$ cat config.mk
export PLATFORM = sky130hd
export DESIGN_NAME = sar_logic_flat
export DESIGN_NICKNAME = d
export VERILOG_FILES = /design/src/rtl/sar_logic_if.sv /design/src/rtl/sar_logic.sv /design/src/flat_wrapper.sv
export SDC_FILE = /design/constraint.sdc
export NUM_CORES = 1
export LEC_CHECK = 0
export CAP_MARGIN = 20
export CELL_PAD_IN_SITES_DETAIL_PLACEMENT = 2
export CELL_PAD_IN_SITES_GLOBAL_PLACEMENT = 2
export CORE_AREA = 2 2 74 76
export CTS_BUF_LIST = sky130_fd_sc_hd__clkbuf_8
export DETAILED_ROUTE_END_ITERATION = 16
export DIE_AREA = 0 0 76 78
export PLACE_DENSITY = 0.85
export SYNTH_ARGS = -nofsm -noshare
export SYNTH_HDL_FRONTEND = slang
export SYNTH_SLANG_ARGS = --single-unit
export TNS_END_PERCENT = 30
$ cat constraint.sdc
create_clock -name clk -period 2.67 [get_ports clk]
set_clock_uncertainty 0.1 [all_clocks]
set_input_delay 0.4005 -clock clk [delete_from_list [all_inputs] [get_ports clk]]
set_output_delay 0.4005 -clock clk [all_outputs]
set_load 0.01 [all_outputs]
$ cat src/rtl/sar_logic_if.sv
// sar_logic_if: start/comparator/status/code bundle between the SAR controller
// (master) and the analog front end / digital back end (slave).
interface sar_logic_if #(
    parameter int N = 8
);
    logic         start;
    logic         cmp_out;
    logic         sample;
    logic         cmp_en;
    logic [N-1:0] dac;
    logic [N-1:0] dout;
    logic         valid;
    logic         busy;

    modport master (
        input  start, cmp_out,
        output sample, cmp_en, dac, dout, valid, busy
    );

    modport slave (
        output start, cmp_out,
        input  sample, cmp_en, dac, dout, valid, busy
    );
endinterface

$ cat src/rtl/sar_logic.sv
// sar_logic: successive-approximation controller for the SAR ADC.
// One N-bit conversion per accepted start; all outputs are registered.
// Optional feature macro SAR_CMP_SYNC_EN: routes cmp_out through a two-flop
// synchronizer and stretches COMPARE to three cycles (comparator strobed in
// the first, decision taken from the synchronizer at the end of the third).
module sar_logic #(
    parameter int N             = 8,
    parameter int SAMPLE_CYCLES = 2,
    parameter bit CMP_INV       = 1'b1
) (
    input  logic        clk,
    input  logic        rst_n,
    sar_logic_if.master bus
);
    localparam int           IDX_W = $clog2(N);
    localparam logic [N-1:0] ONE   = {{(N-1){1'b0}}, 1'b1};

    typedef enum logic [2:0] {
        S_IDLE,
        S_SAMPLE,
        S_SETTLE,
        S_COMPARE,
        S_DONE
    } state_t;

    state_t           state_q, state_d;
    logic [3:0]       cnt_q, cnt_d;
    logic [IDX_W-1:0] idx_q, idx_d;
    logic [N-1:0]     result_q, result_d;

    logic             sample_q, sample_d;
    logic             cmp_en_q, cmp_en_d;
    logic [N-1:0]     dac_q, dac_d;
    logic [N-1:0]     dout_q, dout_d;
    logic             valid_q, valid_d;
    logic             busy_q, busy_d;

    logic             dec;       // 1 = keep the trial bit
    logic             cmp_last;  // current cycle closes the COMPARE phase

`ifdef SAR_CMP_SYNC_EN
    logic [1:0] sync_q;
    logic [1:0] ph_q;

    // Two-flop synchronizer on the comparator and COMPARE sub-cycle counter.
    always_ff @(posedge clk or negedge rst_n) begin
        if (!rst_n) begin
            sync_q <= 2'b00;
            ph_q   <= 2'd0;
        end else begin
            sync_q <= {sync_q[0], bus.cmp_out};
            ph_q   <= (state_q == S_COMPARE && !cmp_last) ? ph_q + 2'd1 : 2'd0;
        end
    end

    assign cmp_last = (ph_q == 2'd2);
    assign dec      = sync_q[1] ^ CMP_INV;
`else
    assign cmp_last = 1'b1;
    assign dec      = bus.cmp_out ^ CMP_INV;
`endif

    // Next-state, datapath and registered-output next values.
    always_comb begin
        state_d  = state_q;
        cnt_d    = cnt_q;
        idx_d    = idx_q;
        result_d = result_q;

        case (state_q)
            S_IDLE: begin
                if (bus.start) begin
                    state_d  = S_SAMPLE;
                    result_d = '0;
                    cnt_d    = 4'(SAMPLE_CYCLES - 1);
                end
            end
            S_SAMPLE: begin
                if (cnt_q == 4'd0) begin
                    state_d = S_SETTLE;
                    idx_d   = IDX_W'(N - 1);
                end else begin
                    cnt_d = cnt_q - 4'd1;
                end
            end
            S_SETTLE: begin
                state_d = S_COMPARE;
            end
            S_COMPARE: begin
                if (cmp_last) begin
                    result_d[idx_q] = dec;
                    if (idx_q != '0) begin
                        idx_d   = idx_q - IDX_W'(1);
                        state_d = S_SETTLE;
                    end else begin
                        state_d = S_DONE;
                    end
                end
            end
            S_DONE: begin
                state_d = S_IDLE;
            end
            default: begin
                state_d = S_IDLE;
            end
        endcase

        // Moore outputs are derived from the state being entered so that
        // they appear registered in the same cycle as that state.
        sample_d = (state_d == S_SAMPLE);
        busy_d   = (state_d != S_IDLE);
        valid_d  = (state_d == S_DONE);
        // Strobe only on the first COMPARE cycle (entry from SETTLE).
        cmp_en_d = (state_d == S_COMPARE) && (state_q != S_COMPARE);
        dout_d   = (state_d == S_DONE) ? result_d : dout_q;

        case (state_d)
            S_SETTLE:  dac_d = result_d | (ONE << idx_d);
            S_COMPARE: dac_d = dac_q;
            default:   dac_d = '0;
        endcase
    end

    // State, datapath and output registers; reset clears everything at once.
    always_ff @(posedge clk or negedge rst_n) begin
        if (!rst_n) begin
            state_q  <= S_IDLE;
            cnt_q    <= 4'd0;
            idx_q    <= '0;
            result_q <= '0;
            sample_q <= 1'b0;
            cmp_en_q <= 1'b0;
            dac_q    <= '0;
            dout_q   <= '0;
            valid_q  <= 1'b0;
            busy_q   <= 1'b0;
        end else begin
            state_q  <= state_d;
            cnt_q    <= cnt_d;
            idx_q    <= idx_d;
            result_q <= result_d;
            sample_q <= sample_d;
            cmp_en_q <= cmp_en_d;
            dac_q    <= dac_d;
            dout_q   <= dout_d;
            valid_q  <= valid_d;
            busy_q   <= busy_d;
        end
    end

    assign bus.sample = sample_q;
    assign bus.cmp_en = cmp_en_q;
    assign bus.dac    = dac_q;
    assign bus.dout   = dout_q;
    assign bus.valid  = valid_q;
    assign bus.busy   = busy_q;

endmodule

$ cat src/flat_wrapper.sv
// flat-port wrapper written by rule: the top's interface ports become plain ports
module sar_logic_flat 
#(
    parameter int N             = 8,
    parameter int SAMPLE_CYCLES = 2,
    parameter bit CMP_INV       = 1'b1
)
  (clk, rst_n, bus_start, bus_cmp_out, bus_sample, bus_cmp_en, bus_dac, bus_dout, bus_valid, bus_busy);
  sar_logic_if #(.N(N)) bus_i ();
  input  logic clk;
  input  logic rst_n;
  input wire logic [$bits(bus_i.start)-1:0] bus_start;
  input wire logic [$bits(bus_i.cmp_out)-1:0] bus_cmp_out;
  output wire logic [$bits(bus_i.sample)-1:0] bus_sample;
  output wire logic [$bits(bus_i.cmp_en)-1:0] bus_cmp_en;
  output wire logic [$bits(bus_i.dac)-1:0] bus_dac;
  output wire logic [$bits(bus_i.dout)-1:0] bus_dout;
  output wire logic [$bits(bus_i.valid)-1:0] bus_valid;
  output wire logic [$bits(bus_i.busy)-1:0] bus_busy;
  assign bus_i.start = bus_start;
  assign bus_i.cmp_out = bus_cmp_out;
  assign bus_sample = bus_i.sample;
  assign bus_cmp_en = bus_i.cmp_en;
  assign bus_dac = bus_i.dac;
  assign bus_dout = bus_i.dout;
  assign bus_valid = bus_i.valid;
  assign bus_busy = bus_i.busy;
  sar_logic #(.N(N), .SAMPLE_CYCLES(SAMPLE_CYCLES), .CMP_INV(CMP_INV)) u_core (.clk(clk), .rst_n(rst_n), .bus(bus_i));
endmodule
==> summary.md <==
| Metric | Value |
|---|---|
| Transition time of the tightest slew-check pin | 0.867 ns |
| Synthesized area per cell | 10.7 µm² |
| CP bufs+invs | 2 |
| Number of slew-limit violations in the final report | 0 |
| Share of flip-flops with an asynchronous set or reset after synthesis | 100% |
| Ant diodes | 0 |
| Post-synth top area cell | dfrtp_1 |
| List of cells traversed by the critical path | inv_1, ha_1, nor3b_1, o21a_1, o22ai_1, inv_1, nor3_1, a221o_1 |
| Number of enable-type register cells in the synthesized netlist | 0 |
| Final Hold Vio Count | 0 |
| Maximum level of the CTS H-tree | 2 |
| Kind of cell with the highest combined delay on the critical path | compound AO/OA/AOI/OAI gates |
| Critical Path Source Type | flop |
| Pre-CTS WS | 0.264 ns |
| Number of input and output port buffers inserted | 23 |
| Core Region | 5040 µm² |
| Leading post-synthesis cells by cell area | dfrtp_1, mux2i_1, mux2_2 |
| Footprint of the multi-input gates | 793 µm² |
| Min setup slack post-route | 0.331 ns |
| Number of max-cap violations | 0 |
| Most instantiated library cell after synthesis | dfrtp_1 |
| Total detailed-routing wirelength | 5330 µm |
| Number of cells on the worst reg-to-reg path | 8 |
| DP Wirelength | 3860 µm |
| Synth Flop Type | dfrtp_1 |
| Post-cts hold buffer count | 0 |
| Data arrival time of the critical path | 2.42 ns |
| Endpoint required time on the critical path | 2.75 ns |
| Leak Pwr | 0.00104 µW |
| Total vias in the final route | 1,457 |
| Total GRT Usage | 19.5% |
| Wire length of the first global-routing pass | 9090 µm |
| Category of the most critical setup path | reg2reg |
| Post-detailed-route via-to-cell ratio | 5.40 |
| Post-synth top cells | dfrtp_1, nand2_1, o21ai_1 |
| Reg2Reg Setup Slack | 0.33 ns |
| Kind of end point of the critical path | flop |
| Width of the die | 76 µm |
| Crit path time final | 2.34 ns |
| Routed length on met3 | 148 µm |
| Antenna-violating nets left | 0 |
| Worst-Skew Late Latency | 0.29 ns |
| Buffer count from post-CTS setup fixing | 0 |
| Clock tree from TritonCTS | yes |
| CTS clock-pin slew for the worst setup and hold paths | 0.07 ns |
| Fill cell count | 517 |
| Clock sink total | 38 |
| CTS-repair resized insts | 0 |
| RSZ-0062 raised after global routing | no |
| Path class of the lowest-slack min-delay path | in2async |
| Power density of the placed cells | 1170 nW/µm² |
| Area of the die | 5930 µm² |
| # DRC | 0 |
| Yosys reg bits | 38 |
| Maximum vdd ir drop | 0.000531 V |
| WL/cell | 19.7 µm |
| Number of cells produced by synthesis | 171 |
| Area share of the largest cell type after synthesis | 52.1% |
| Final GP Congestion | 0.994 |
| Met2 WL | 2610 µm |
| Area of all sequential standard cells | 951 µm² |
| Worst-path maximum fanout | 4 |
| Highest Signal Layer | met4 |
| Maximum clock insertion buffer count | 2 |
| Final #Nets | 207 |
| TritonCTS buffer count | 5 |
| Number of iterations in the first detailed-routing pass | 4 |
| Die Ht | 78 µm |
| Outcome | completed |
| Cell occurring most often along the worst timing path | inv_1 |
| Largest incremental delay on the critical path | 0.51 ns |
| Cell with the largest stage delay on the worst path | nor3b_1 |
| Count of synthesis-stage warnings from yosys | 0 |
| Period utilisation layout | 87.6% |
| Stages on the worst setup path | 8 |
| Synthesized net count | 179 |
| Layout-stage area growth over the synthesis result | 22.5% |
| Initial detailed-routing violation count | 58 |
| Routed length on met1 | 2470 µm |
| Post-route worst hold slack | 0.108 ns |
| Vias in the first global route | 1,653 |
| Worst rel slew slack | 42.2% |
| Setup Total Neg Slack | 0 ns |
| Largest net degree at the start of global routing | 39 |
| Final setup fails | 0 |
| Starting density of the core | 36.2% |
| Count of boundary I/O pins | 24 |
| Fraction of final layout cells with drive strength greater than 1 | 14.0% |
| Portion of the post-synthesis area used by sequential elements | 52.1% |
| Initial antenna violation count | 0 |
| Post-Syn Area | 1830 µm² |
| Timing-limited maximum frequency | 0.427 GHz |
| Number of different library cells in the post-synthesis netlist | 40 |
| Clock Root Buffer | clkbuf_8 |
| Overflow left after global routing | 0 |
| Placement row count | 26 |
-- flip-flops by register name, summed over array words and instances (netlist names) --
| register | flops |
|---|---|
| u_core.bus.dac | 8 |
| u_core.bus.dout | 8 |
| u_core.result_q | 8 |
| u_core.cnt_q | 4 |
| u_core.idx_q | 3 |
| u_core.state_q | 3 |
| u_core.bus.busy | 1 |
| u_core.bus.cmp_en | 1 |
| u_core.bus.sample | 1 |
| u_core.bus.valid | 1 |
-- final timing paths --
| kind | from | end |
|---|---|---|
| setup / recovery | u_core.cnt_q[0] | u_core.bus.dac[4] |
| hold / removal | rst_n | u_core.bus.sample |
| setup reg to reg | u_core.cnt_q[0] | u_core.bus.dac[4] |
| hold reg to reg | u_core.bus.dout[5] | u_core.bus.dout[5] |
| max in group asynchronous | rst_n | u_core.bus.dac[0] |
| min in group clk | u_core.bus.dout[5] | u_core.bus.dout[5] |
-- placed cells by master (no fill, tap or decap), types with 2 or more instances in the layout --
cell,n
o41ai_2,2
dfrtp_1,38
clkdlybuf4s50_1,22
xor2_1,2
nor2b_1,2
inv_1,10
o311ai_1,2
nand2_1,15
clkbuf_8,6
buf_4,6
o21ai_1,11
a22o_1,5
nand2b_1,2
ha_1,4
nor3_1,10
or3_1,2
a21oi_1,2
a22oi_1,3
nor3b_1,3
mux2_2,5
o22ai_1,2
mux2i_1,6
and3b_1,3
nand3_1,4
inv_2,3
nor2_1,10
a31oi_1,2
a221o_1,4
-- area by class of cell --
class | count | area share, %
sequential | 38 | 42.5
tap | 70 | 3.91
multi-input combinational | 113 | 35.4
clock inverter | 2 | 0.391
inverter | 12 | 2.01
clock buffer | 6 | 3.69
timing repair buffer | 29 | 12.1
-- cell families after synthesis --
| kind of cell | synth area share (%) |
|---|---|
| compound gates | 15.8 |
| fa+ha+maj | 2.74 |
| flops | 52.1 |
| simple gates | 17.5 |
| buf+inv | 4.52 |
| mux | 6.37 |
| xor+xnor | 0.959 |
-- worst register-to-register path: cells and delay by family, from the launching register on --
family,cells,cell delay (ns)
flops,1,0.39
compound gates,3,0.68
buf+inv,2,0.31
fa+ha+maj,1,0.17
simple gates,2,0.58
-- per-stage QoR --
stage	instances	utilization (%)	total power [µW]	instance area, µm²
after floorplan	171	-	1680	1830
after global placement	262	42.6	2100	2150
after detailed placement	262	42.6	2210	2150
after CTS	270	44.4	2640	2240
after global routing	270	44.4	2810	2240
final	270	44.4	2620	2240
-- report_power, final --
part           switching, µW  total (µW)  internal, µW
sequential               146         911           765
combinational            764        1300           535
clock                    208         412           205
total                   1120        2620          1500
-- metal layers --
layer  vias up  global-route usage, %
met1       754                   25.0
met2        23                   32.9
met4         0                   6.73
met3        10                   4.30
met5         -                      0
li1        670                      -
(Power assumes the default switching activity.)
